<file path="config.mk">
export PLATFORM = sky130hd
export DESIGN_NAME = ask_symbol_sequencer
export DESIGN_NICKNAME = d
export VERILOG_FILES = /design/src/rtl/ask_pkg.sv /design/src/rtl/sym_fifo.sv /design/src/rtl/ask_symbol_sequencer.sv
export SDC_FILE = /design/constraint.sdc
export NUM_CORES = 1
export LEC_CHECK = 0
export CAP_MARGIN = 15
export CORE_MARGIN = 2
export CORE_UTILIZATION = 40
export DETAILED_ROUTE_END_ITERATION = 16
export GPL_ROUTABILITY_DRIVEN = 0
export PLACE_DENSITY = 0.56
export SETUP_SLACK_MARGIN = 0.5
export SLEW_MARGIN = 20
export SYNTH_ARGS = -nofsm -noshare
export SYNTH_HDL_FRONTEND = slang
export SYNTH_HIERARCHICAL = 1
export SYNTH_SLANG_ARGS = --single-unit
</file>
<file path="constraint.sdc">
create_clock -name clk -period 3.41 [get_ports clk]
set_input_delay 0.682 -clock clk [delete_from_list [all_inputs] [get_ports clk]]
set_output_delay 0.682 -clock clk [all_outputs]
set_load 0.01 [all_outputs]
</file>
<file path="src/rtl/ask_pkg.sv">
// ASK sequencer shared definitions.
//   SYM_W       : baseband symbol width (signed, -4..+3)
//   CW_W, MOD_W : carrier word and multiplier product widths used by the
//                 downstream ASK multiplier this sequencer paces
//   seq_state_t : sequencer FSM states
package ask_pkg;
  localparam int SYM_W = 3;
  localparam int CW_W  = 10;
  localparam int MOD_W = CW_W + SYM_W;

  typedef enum logic [1:0] {IDLE, RUN, DRAIN} seq_state_t;
endpackage

</file>
<file path="src/rtl/sym_fifo.sv">
// Synchronous symbol FIFO with show-ahead output.
//   clk, rst    : clock, async active-high reset (flushes pointers/count)
//   push, pop   : write/read strobes; caller guarantees no push when full
//                 and no pop when empty
//   din / dout  : write data / current head (valid while !empty)
//   full, empty : occupancy flags from the registered count
module sym_fifo #(
  parameter int W     = 3,
  parameter int DEPTH = 4
) (
  input  logic         clk,
  input  logic         rst,
  input  logic         push,
  input  logic         pop,
  input  logic [W-1:0] din,
  output logic [W-1:0] dout,
  output logic         full,
  output logic         empty
);
  localparam int AW = (DEPTH > 1) ? $clog2(DEPTH) : 1;

  logic [W-1:0]  mem_q [DEPTH];
  logic [AW-1:0] wr_q, rd_q;
  logic [AW:0]   cnt_q;

  // Pointers wrap naturally because DEPTH is a power of two.
  always_ff @(posedge clk or posedge rst) begin
    if (rst) begin
      wr_q  <= '0;
      rd_q  <= '0;
      cnt_q <= '0;
    end else begin
      if (push) wr_q <= wr_q + 1'b1;
      if (pop)  rd_q <= rd_q + 1'b1;
      case ({push, pop})
        2'b10:   cnt_q <= cnt_q + 1'b1;
        2'b01:   cnt_q <= cnt_q - 1'b1;
        default: ;
      endcase
    end
  end

  // Storage needs no reset: it is only read when the count says it is valid.
  always_ff @(posedge clk) begin
    if (push) mem_q[wr_q] <= din;
  end

  assign dout  = mem_q[rd_q];
  assign full  = (cnt_q == DEPTH[AW:0]);
  assign empty = (cnt_q == '0);
endmodule

</file>
<file path="src/rtl/ask_symbol_sequencer.sv">
// ASK modulator sequencer: buffers symbols, holds each on base_sig for SPS
// carrier samples of CLK_DIV clocks, and steps the carrier LUT address.
//   clk, rst      : clock, async active-high reset
//   enable        : run request
//   sym_valid/_data/_ready : upstream symbol handshake
//   base_sig      : symbol to the ASK multiplier
//   carrier_addr  : carrier LUT address, phase-continuous within a burst
//   sample_stb    : pulse when the datapath sample advances
//   sym_start     : pulse when a new symbol lands on base_sig
//   busy          : sequencer not idle
//   underrun      : pulse when a symbol boundary finds the buffer empty
module ask_symbol_sequencer
  import ask_pkg::*;
#(
  parameter int CLK_DIV    = 4,
  parameter int SPS        = 16,
  parameter int FIFO_DEPTH = 4,
  parameter int ADDR_W     = 6,
  parameter int PHASE_STEP = 4
) (
  input  logic              clk,
  input  logic              rst,
  input  logic              enable,
  input  logic              sym_valid,
  input  logic [SYM_W-1:0]  sym_data,
  output logic              sym_ready,
  output logic [SYM_W-1:0]  base_sig,
  output logic [ADDR_W-1:0] carrier_addr,
  output logic              sample_stb,
  output logic              sym_start,
  output logic              busy,
  output logic              underrun
);
  localparam int DIV_W  = $clog2(CLK_DIV);
  localparam int SAMP_W = $clog2(SPS);
  localparam logic [DIV_W-1:0]  DIV_LAST  = DIV_W'(CLK_DIV - 1);
  localparam logic [SAMP_W-1:0] SAMP_LAST = SAMP_W'(SPS - 1);
  localparam logic [ADDR_W-1:0] STEP      = ADDR_W'(PHASE_STEP);

  seq_state_t        state_q;
  logic [DIV_W-1:0]  div_q;
  logic [SAMP_W-1:0] samp_q;
  logic [ADDR_W-1:0] addr_q;
  logic [SYM_W-1:0]  base_q;
  logic              stb_q, start_q, under_q, rdy_en_q;

  logic              full, empty, push, pop, boundary;
  logic [SYM_W-1:0]  head;

  // rdy_en_q keeps sym_ready low while reset is held and until the first
  // clock after release.
  assign sym_ready = rdy_en_q & ~full;
  assign push      = sym_valid & sym_ready;
  assign boundary  = (div_q == DIV_LAST) && (samp_q == SAMP_LAST);
  // Only IDLE entry and a seamless RUN boundary consume a symbol.
  assign pop       = enable & ~empty &
                     ((state_q == IDLE) | ((state_q == RUN) & boundary));

  sym_fifo #(.W(SYM_W), .DEPTH(FIFO_DEPTH)) u_fifo (
    .clk   (clk),
    .rst   (rst),
    .push  (push),
    .pop   (pop),
    .din   (sym_data),
    .dout  (head),
    .full  (full),
    .empty (empty)
  );

  always_ff @(posedge clk or posedge rst) begin
    if (rst) begin
      state_q  <= IDLE;
      div_q    <= '0;
      samp_q   <= '0;
      addr_q   <= '0;
      base_q   <= '0;
      stb_q    <= 1'b0;
      start_q  <= 1'b0;
      under_q  <= 1'b0;
      rdy_en_q <= 1'b0;
    end else begin
      rdy_en_q <= 1'b1;
      stb_q    <= 1'b0;
      start_q  <= 1'b0;
      under_q  <= 1'b0;
      case (state_q)
        IDLE: begin
          if (pop) begin
            state_q <= RUN;
            base_q  <= head;
            start_q <= 1'b1;
          end
        end
        RUN, DRAIN: begin
          if (div_q == DIV_LAST) begin
            div_q <= '0;
            stb_q <= 1'b1;
            if (samp_q == SAMP_LAST) begin
              samp_q <= '0;
              if (pop) begin
                base_q  <= head;
                start_q <= 1'b1;
                addr_q  <= addr_q + STEP;
              end else begin
                // Burst ends: phase restarts at 0 for the next burst.
                state_q <= IDLE;
                base_q  <= '0;
                addr_q  <= '0;
                under_q <= (state_q == RUN) && enable;
              end
            end else begin
              samp_q <= samp_q + 1'b1;
              addr_q <= addr_q + STEP;
              if (state_q == RUN && !enable) state_q <= DRAIN;
            end
          end else begin
            div_q <= div_q + 1'b1;
            if (state_q == RUN && !enable) state_q <= DRAIN;
          end
        end
        default: state_q <= IDLE;
      endcase
    end
  end

  assign base_sig     = base_q;
  assign carrier_addr = addr_q;
  assign sample_stb   = stb_q;
  assign sym_start    = start_q;
  assign underrun     = under_q;
  assign busy         = (state_q != IDLE);
endmodule

</file>
==> results.md, run 1 <==
* First-pass GRT wire length at 5400 µm
* 1st-pass router iterations at 4
* Crit path depth at 9
* P per Cell Area at 834 nW/µm²
* Met3 wire len at 150 µm
* Crit path max-delay family: buffers and inverters
* Flop2flop setup slack at 1.01 ns
* Antenna-violating nets left at 0
* Footprint of the multi-input gates at 742 µm²
* Gr usage total at 14.0%
* R2R Path Start: samp_q[0]
* Arrival @ worst endpoint at 2.80 ns
* Post-synth EDFFs at 12
* Diode count at 0
* Max-slew headroom at 46.4%
* Post-Synthesis Cells at 160
* Slew @ Worst Pin at 0.803 ns
* CTS resizes at 0
* CP bufs+invs at 2
* Met2 WL at 1510 µm
* Ys async rst share at 68.4%
* Largest net degree at the start of global routing at 20
* Area growth from synthesis to layout at 15.5%
* Synth cell types at 43
* Drt drc at 0
* Layout filler cell count at 408
* CP cell instances: clkdlybuf4s50_1 > nand2b_1 > nor2_1 > ha_1 > inv_1 > fa_1 > xor2_1 > nor2_1 > xor2_1
* Final worst path period share at 75.9%
* R2R Path End: u_fifo/cnt_q[2]
* CTS tree: yes
* Dpl hpwl at 2310 µm
* Dpl cells at 224
* Fin area at 2150 µm²
* Unrepaired setup endpoints after global routing: no
* TNS Setup at 0 ns
* I/O Buffers at 18
* Clk_lat worst skew at 0.29 ns
* Reg clk slew, reported paths at 0.08 ns
* Initial antenna violation count at 0
* #FFs+latches synth at 38
* Io pins at 21
* Final hold vios at 0
* Vias per inst at 5.18
* Worst Setup SP: enable
* Area of the die at 5210 µm²
* CP max-delay cell: clkdlybuf4s50_1
* Clock tree sinks at 38
* Register area at 1010 µm²
* Initial core utilization at 42.1%
* CP max stage delay at 0.55 ns
* Total CTS buffers at 5
* Wire per inst at 13.9 µm
* Final Util at 48.6%
* Vias at 1202
* Max-slew violations at 0
* Post-CTS Setup Bufs at 0
* WS Path Type: input pin to flip-flop
* Top cells by area, synth: dfrtp_1, edfxtp_1, ha_1
* Ys flop type: dfrtp_1
* Fin crit period at 2.59 ns
* Gr ovfl total at 0
* Run status: finished clean
* Clk_skew at 0.00871 ns
* Root buffer cell: clkbuf_8
* Max clock buf depth at 2
* Final hold slack at 0.492 ns
* Met1 WL at 1500 µm
* Top-count cell post-synth: dfrtp_1
* Yosys top cell area share at 35.0%
* Yosys warns at 6
* Final setup viols at 0
* CP Launch Type: input pin
* Nets at 198
* Die Span X at 72.2 µm
* Maxcap violations at 0
* Detailed Route WL at 3240 µm
* Highest metal used: met4
* Fraction of the yosys area taken by sequential cells at 54.4%
* First DRT Iteration DRCs at 61
* Critical path fanouts, max at 8
* Rows at 24
* Synth area leader: dfrtp_1
* Layout cells sized above 1 at 7.78%
* Crit end category: flip-flop
* Commonest cells post-synth: dfrtp_1, nand2_1, inv_1
* Synth Cell Area at 1860 µm²
* Post-CTS Hold Fix Bufs at 0
* End of the critical path: u_fifo/cnt_q[2]
* DP Area at 2050 µm²
* Required @ worst endpoint at 3.63 ns
* Peak VDD IR at 0.000346 V
* Avg Cell Area, Syn at 11.6 µm²
* Peak Freq at 387 MHz
* Vias in the first global route at 1224
* Lkg Pwr at 0.907 nW
* Htree depth at 2
* Finished Layout Cells at 232
* Worst min path class: flip-flop to flip-flop
* Cell count of the worst reg-to-reg path at 10
* Die Ht at 72.2 µm
* Core ar. at 4410 µm²
-- power by group --
group	switching, mW	internal [mW]
Combinational	0.362	0.361
Sequential	0.131	0.623
Clock	0.151	0.163
-- layer usage --
layer  up-vias  global-route usage [%]
met5         -                       0
met4         0                    8.81
met3         7                    3.47
met2        32                    22.4
met1       579                    16.9
li1        584                       -
-- cell families (layout without fill, tap and decap cells) --
logic type	count (synthesis)	count (layout)	synth area share, %
simple gates	45	45	12.2
flops	38	38	54.4
compound gates	28	28	10.0
buf+inv	22	41	5.86
fa+ha+maj	12	12	8.48
xor+xnor	7	7	3.30
mux	6	6	5.32
other cells	2	3	0.404
-- layout make-up --
cell class,instances,area share (%)
Tap cell,52,3.03
Inverter,15,2.62
Sequential cell,38,47.1
Clock buffer,7,4.02
Timing Repair Buffer,18,8.40
Multi-Input combinational cell,101,34.6
Clock inverter,1,0.233
-- sequential cells by signal (all words and copies together), names as in the netlist --
register and flops:
sample_stb 1, sym_start 1, base_sig 3, rdy_en_q 1, u_fifo/mem_q 12, u_fifo/wr_q 2, underrun 1, u_fifo/cnt_q 3
state_q 2, samp_q 4, u_fifo/rd_q 2, div_q 2, carrier_addr 4
-- worst min-delay path by stage --
| stage | start | to | slack (ns) | depth (start not counted) |
|---|---|---|---|---|
| after floorplan | div_q[0] | div_q[0] | 0.46 | 1 |
| after global placement | div_q[0] | div_q[0] | 0.47 | 1 |
| after detailed placement | base_sig[2] | base_sig[2] | 0.48 | 1 |
| after CTS | u_fifo/cnt_q[0] | u_fifo/cnt_q[0] | 0.50 | 1 |
| after global routing | u_fifo/cnt_q[0] | u_fifo/cnt_q[0] | 0.51 | 1 |
| final | div_q[0] | div_q[0] | 0.49 | 1 |
-- cells in the final DEF, fill, tap and decap left out, types with 5 or more instances in the layout --
cell              n
dfrtp_1          26
clkdlybuf4s50_1  18
edfxtp_1         12
ha_1             11
inv_1            14
nor2_1            6
o21ai_0           9
and2_1            5
nand2_1          16
clkbuf_8          6
-- stage by stage --
stage               total power [mW]  worst slack (ns)
finish                          1.79             0.823
global route                    1.94             0.714
CTS                             1.81             0.851
detailed placement              1.49             0.543
global placement                1.45             0.623
floorplan                       1.27              1.25
(Power assumes the default switching activity.)
==> inputs of run 2 (changes only) <==
==> constraint.sdc (replaced) <==
create_clock -name clk -period 2.6 [get_ports clk]
set_input_delay 0.52 -clock clk [delete_from_list [all_inputs] [get_ports clk]]
set_output_delay 0.52 -clock clk [all_outputs]
set_load 0.01 [all_outputs]
==> run 2 against run 1 <==
Combinational power up 62%. Routed wire length up 11%. Global-route usage up 1.2 points. Design area rose by 11%. Sequential share of layout area shrank 4.4 points. Sequential power grew 33%. Largest power group is now combinational logic. Highest routed layer unchanged.
==> results.md, run 2 (synthesized netlist as in run 1, its figures left out) <==
* Fin crit period at 2.14 ns
* First-pass GRT wire length at 6000 µm (+11%)
* Area of the die at 5210 µm² (unchanged)
* Initial core utilization at 42.1% (unchanged)
* Required @ worst endpoint at 2.81 ns (-0.82 ns)
* Crit end category: flip-flop
* Post-CTS Hold Fix Bufs at 0 (unchanged)
* Vias in the first global route at 1285 (+5.0%)
* Total CTS buffers at 5 (unchanged)
* Final setup viols at 0 (unchanged)
* Commonest non-fill, non-tap cell in the layout: dfrtp_1
* Critical path fanouts, max at 5 (-3)
* Maxcap violations at 0 (unchanged)
* Cell count of the worst reg-to-reg path at 10 (unchanged)
* Gr usage total at 15.2% (+1.2 points)
* Max-slew headroom at 45.9% (-0.56 points)
* Dpl ws at 0.0991 ns (-0.444 ns)
* Comb power frac at 42.5% (+2.1 points)
* P per Cell Area at 1160 nW/µm² (+40%)
* Max reg flops at 12 (unchanged)
* Sw Ratio at 33.8% (-2.2 points)
* Vias at 1308 (+8.8%)
* Final hold vios at 0 (unchanged)
* Rows at 24 (unchanged)
* Dpl hpwl at 2440 µm (+5.6%)
* TNS Setup at 0 ns (unchanged)
* Diode count at 0 (unchanged)
* Reg clk slew, reported paths at 0.07 ns (about the same)
* Worst min path class: input pin to asynchronous set/reset pin
* Antenna-violating nets left at 0 (unchanged)
* Htree depth at 2 (unchanged)
* Wire per inst at 14.5 µm (+3.7%)
* Arrival @ worst endpoint at 2.35 ns (-0.45 ns)
* Initial antenna violation count at 0 (unchanged)
* Internal Power at 1.83 mW (+60%)
* Peak VDD IR at 0.000482 V (+39%)
* Die Span X at 72.2 µm (unchanged)
* Nets at 215 (+8.6%)
* R2R Path End: u_fifo/cnt_q[2]
* Switch Pwr at 0.933 mW (+45%)
* Worst setup margin at 0.465 ns (-0.358 ns)
* Root buffer cell: clkbuf_8
* CP Launch Type: flip-flop
* Unrepaired setup endpoints after global routing: yes
* I/O Buffers at 18 (unchanged)
* Largest net degree at the start of global routing at 20 (unchanged)
* Clk pwr share at 21.2% (+3.7 points)
* Slew @ Worst Pin at 0.811 ns (+0.00837 ns)
* Max clock buf depth at 2 (unchanged)
* Final worst path period share at 82.1%
* Detailed Route WL at 3600 µm (+11%)
* Clk_lat worst skew at 0.29 ns (about the same)
* Highest-count cells in the layout ignoring fill and taps: dfrtp_1, buf_4, nand2_1
* Area growth from synthesis to layout at 27.7%
* Gr ovfl total at 0 (unchanged)
* Most flops, register: u_fifo/mem_q
* Clock tree sinks at 38 (unchanged)
* Peak Freq at 468 MHz
* Lkg Pwr at 1.02 nW (+12%)
* 1st-pass router iterations at 4 (unchanged)
* Run status: finished clean
* R2R Path Start: samp_q[0]
* Clk_skew at 0.00465 ns (-0.00406 ns)
* Flop2flop setup slack at 0.46 ns (-0.55 ns)
* WS Path Type: flip-flop to flip-flop
* Core ar. at 4410 µm² (unchanged)
* First DRT Iteration DRCs at 94 (+54%)
* Io pins at 21 (unchanged)
* Vias per inst at 5.25 (+1.4%)
* Max-slew violations at 0 (unchanged)
* Sequential cell fraction of total power at 36.3% (-5.8 points)
* Drt drc at 0 (unchanged)
* Die Ht at 72.2 µm (unchanged)
* Layout cells sized above 1 at 23.4% (+16 points)
* CTS tree: yes
run 2: changes by cell type in the layout (fill, tap and decap cells not counted), sizes merged:
cell,before,now
clkdlybuf4s50,18,15
clkbuf,7,5
dlymetal6s2s,0,1
bufinv,0,2
buf,0,17
dlygate4sd2,0,2
run 2: worst max-delay path by stage:
stage,cells after the start,startpoint,endpoint
2_1_floorplan,10,samp_q[0],u_fifo/cnt_q[2]
3_3_place_gp,9,enable,u_fifo/cnt_q[2]
3_5_place_dp,9,enable,u_fifo/cnt_q[2]
4_1_cts,10,div_q[0],u_fifo/cnt_q[2]
5_1_grt,10,samp_q[0],u_fifo/cnt_q[2]
6_report,10,samp_q[0],u_fifo/cnt_q[2]
run 2: critical path, cell delays in order, from the launching register on:
cell     delay, ns
dfrtp_1       0.41
ha_4          0.18
and4_4        0.26
a21oi_2       0.06
nor2_2        0.13
ha_2          0.20
inv_2         0.04
fa_2          0.33
xor2_1        0.14
nor2_1        0.15
xor2_1        0.15
run 2: final cells by class:
| type | count | area, µm² |
|---|---|---|
| Timing Repair Buffer | 35 | 308 |
| Inverter | 15 | 56.3 |
| Clock inverter | 3 | 63.8 |
| Sequential cell | 38 | 1010 |
| Fill cell | 390 | 2040 |
| Clock buffer | 5 | 68.8 |
| Tap cell | 52 | 65.1 |
| Multi-Input combinational cell | 101 | 798 |
run 2: power groups by stage:
stage | clock network, mW | logic (mW) | registers [mW]
floorplan | 0 | 0.701 | 0.980
global placement | 0 | 0.954 | 0.996
detailed placement | 0 | 1.00 | 1.00
CTS | 0.602 | 1.05 | 0.985
global route | 0.630 | 1.31 | 1.03
finish | 0.586 | 1.17 | 1.00
run 2: per-layer routing:
layer | wire length (µm) | up-vias | GRT usage [%]
met5 | 0 | - | 0
met4 | 64 | 0 | 6.92
met1 | 1540 | 640 | 18.1
met2 | 1830 | 39 | 25.4
li1 | - | 622 | -
met3 | 163 | 7 | 4.58
run 2: metrics by stage:
step                      power (mW)  hold slack, ns  instance area, µm²  instances  util, %
after global placement          1.95           0.466                2090        226     47.3
final                           2.76           0.496                2370        249     53.7
after detailed placement        2.01           0.491                2090        226     47.3
after CTS                       2.64           0.497                2250        238     50.9
after global routing            2.97           0.518                2370        249     53.7
after floorplan                 1.68           0.323                1880        161        -
run 2: timing repair:
action / in CTS / in global routing
pin swaps: 1 / 7
gates resized for setup: 3 / 12
endpoints found under the setup margin: 4 / 3
hold endpoints to repair: 0 / 0
buffers inserted: 4 / 11
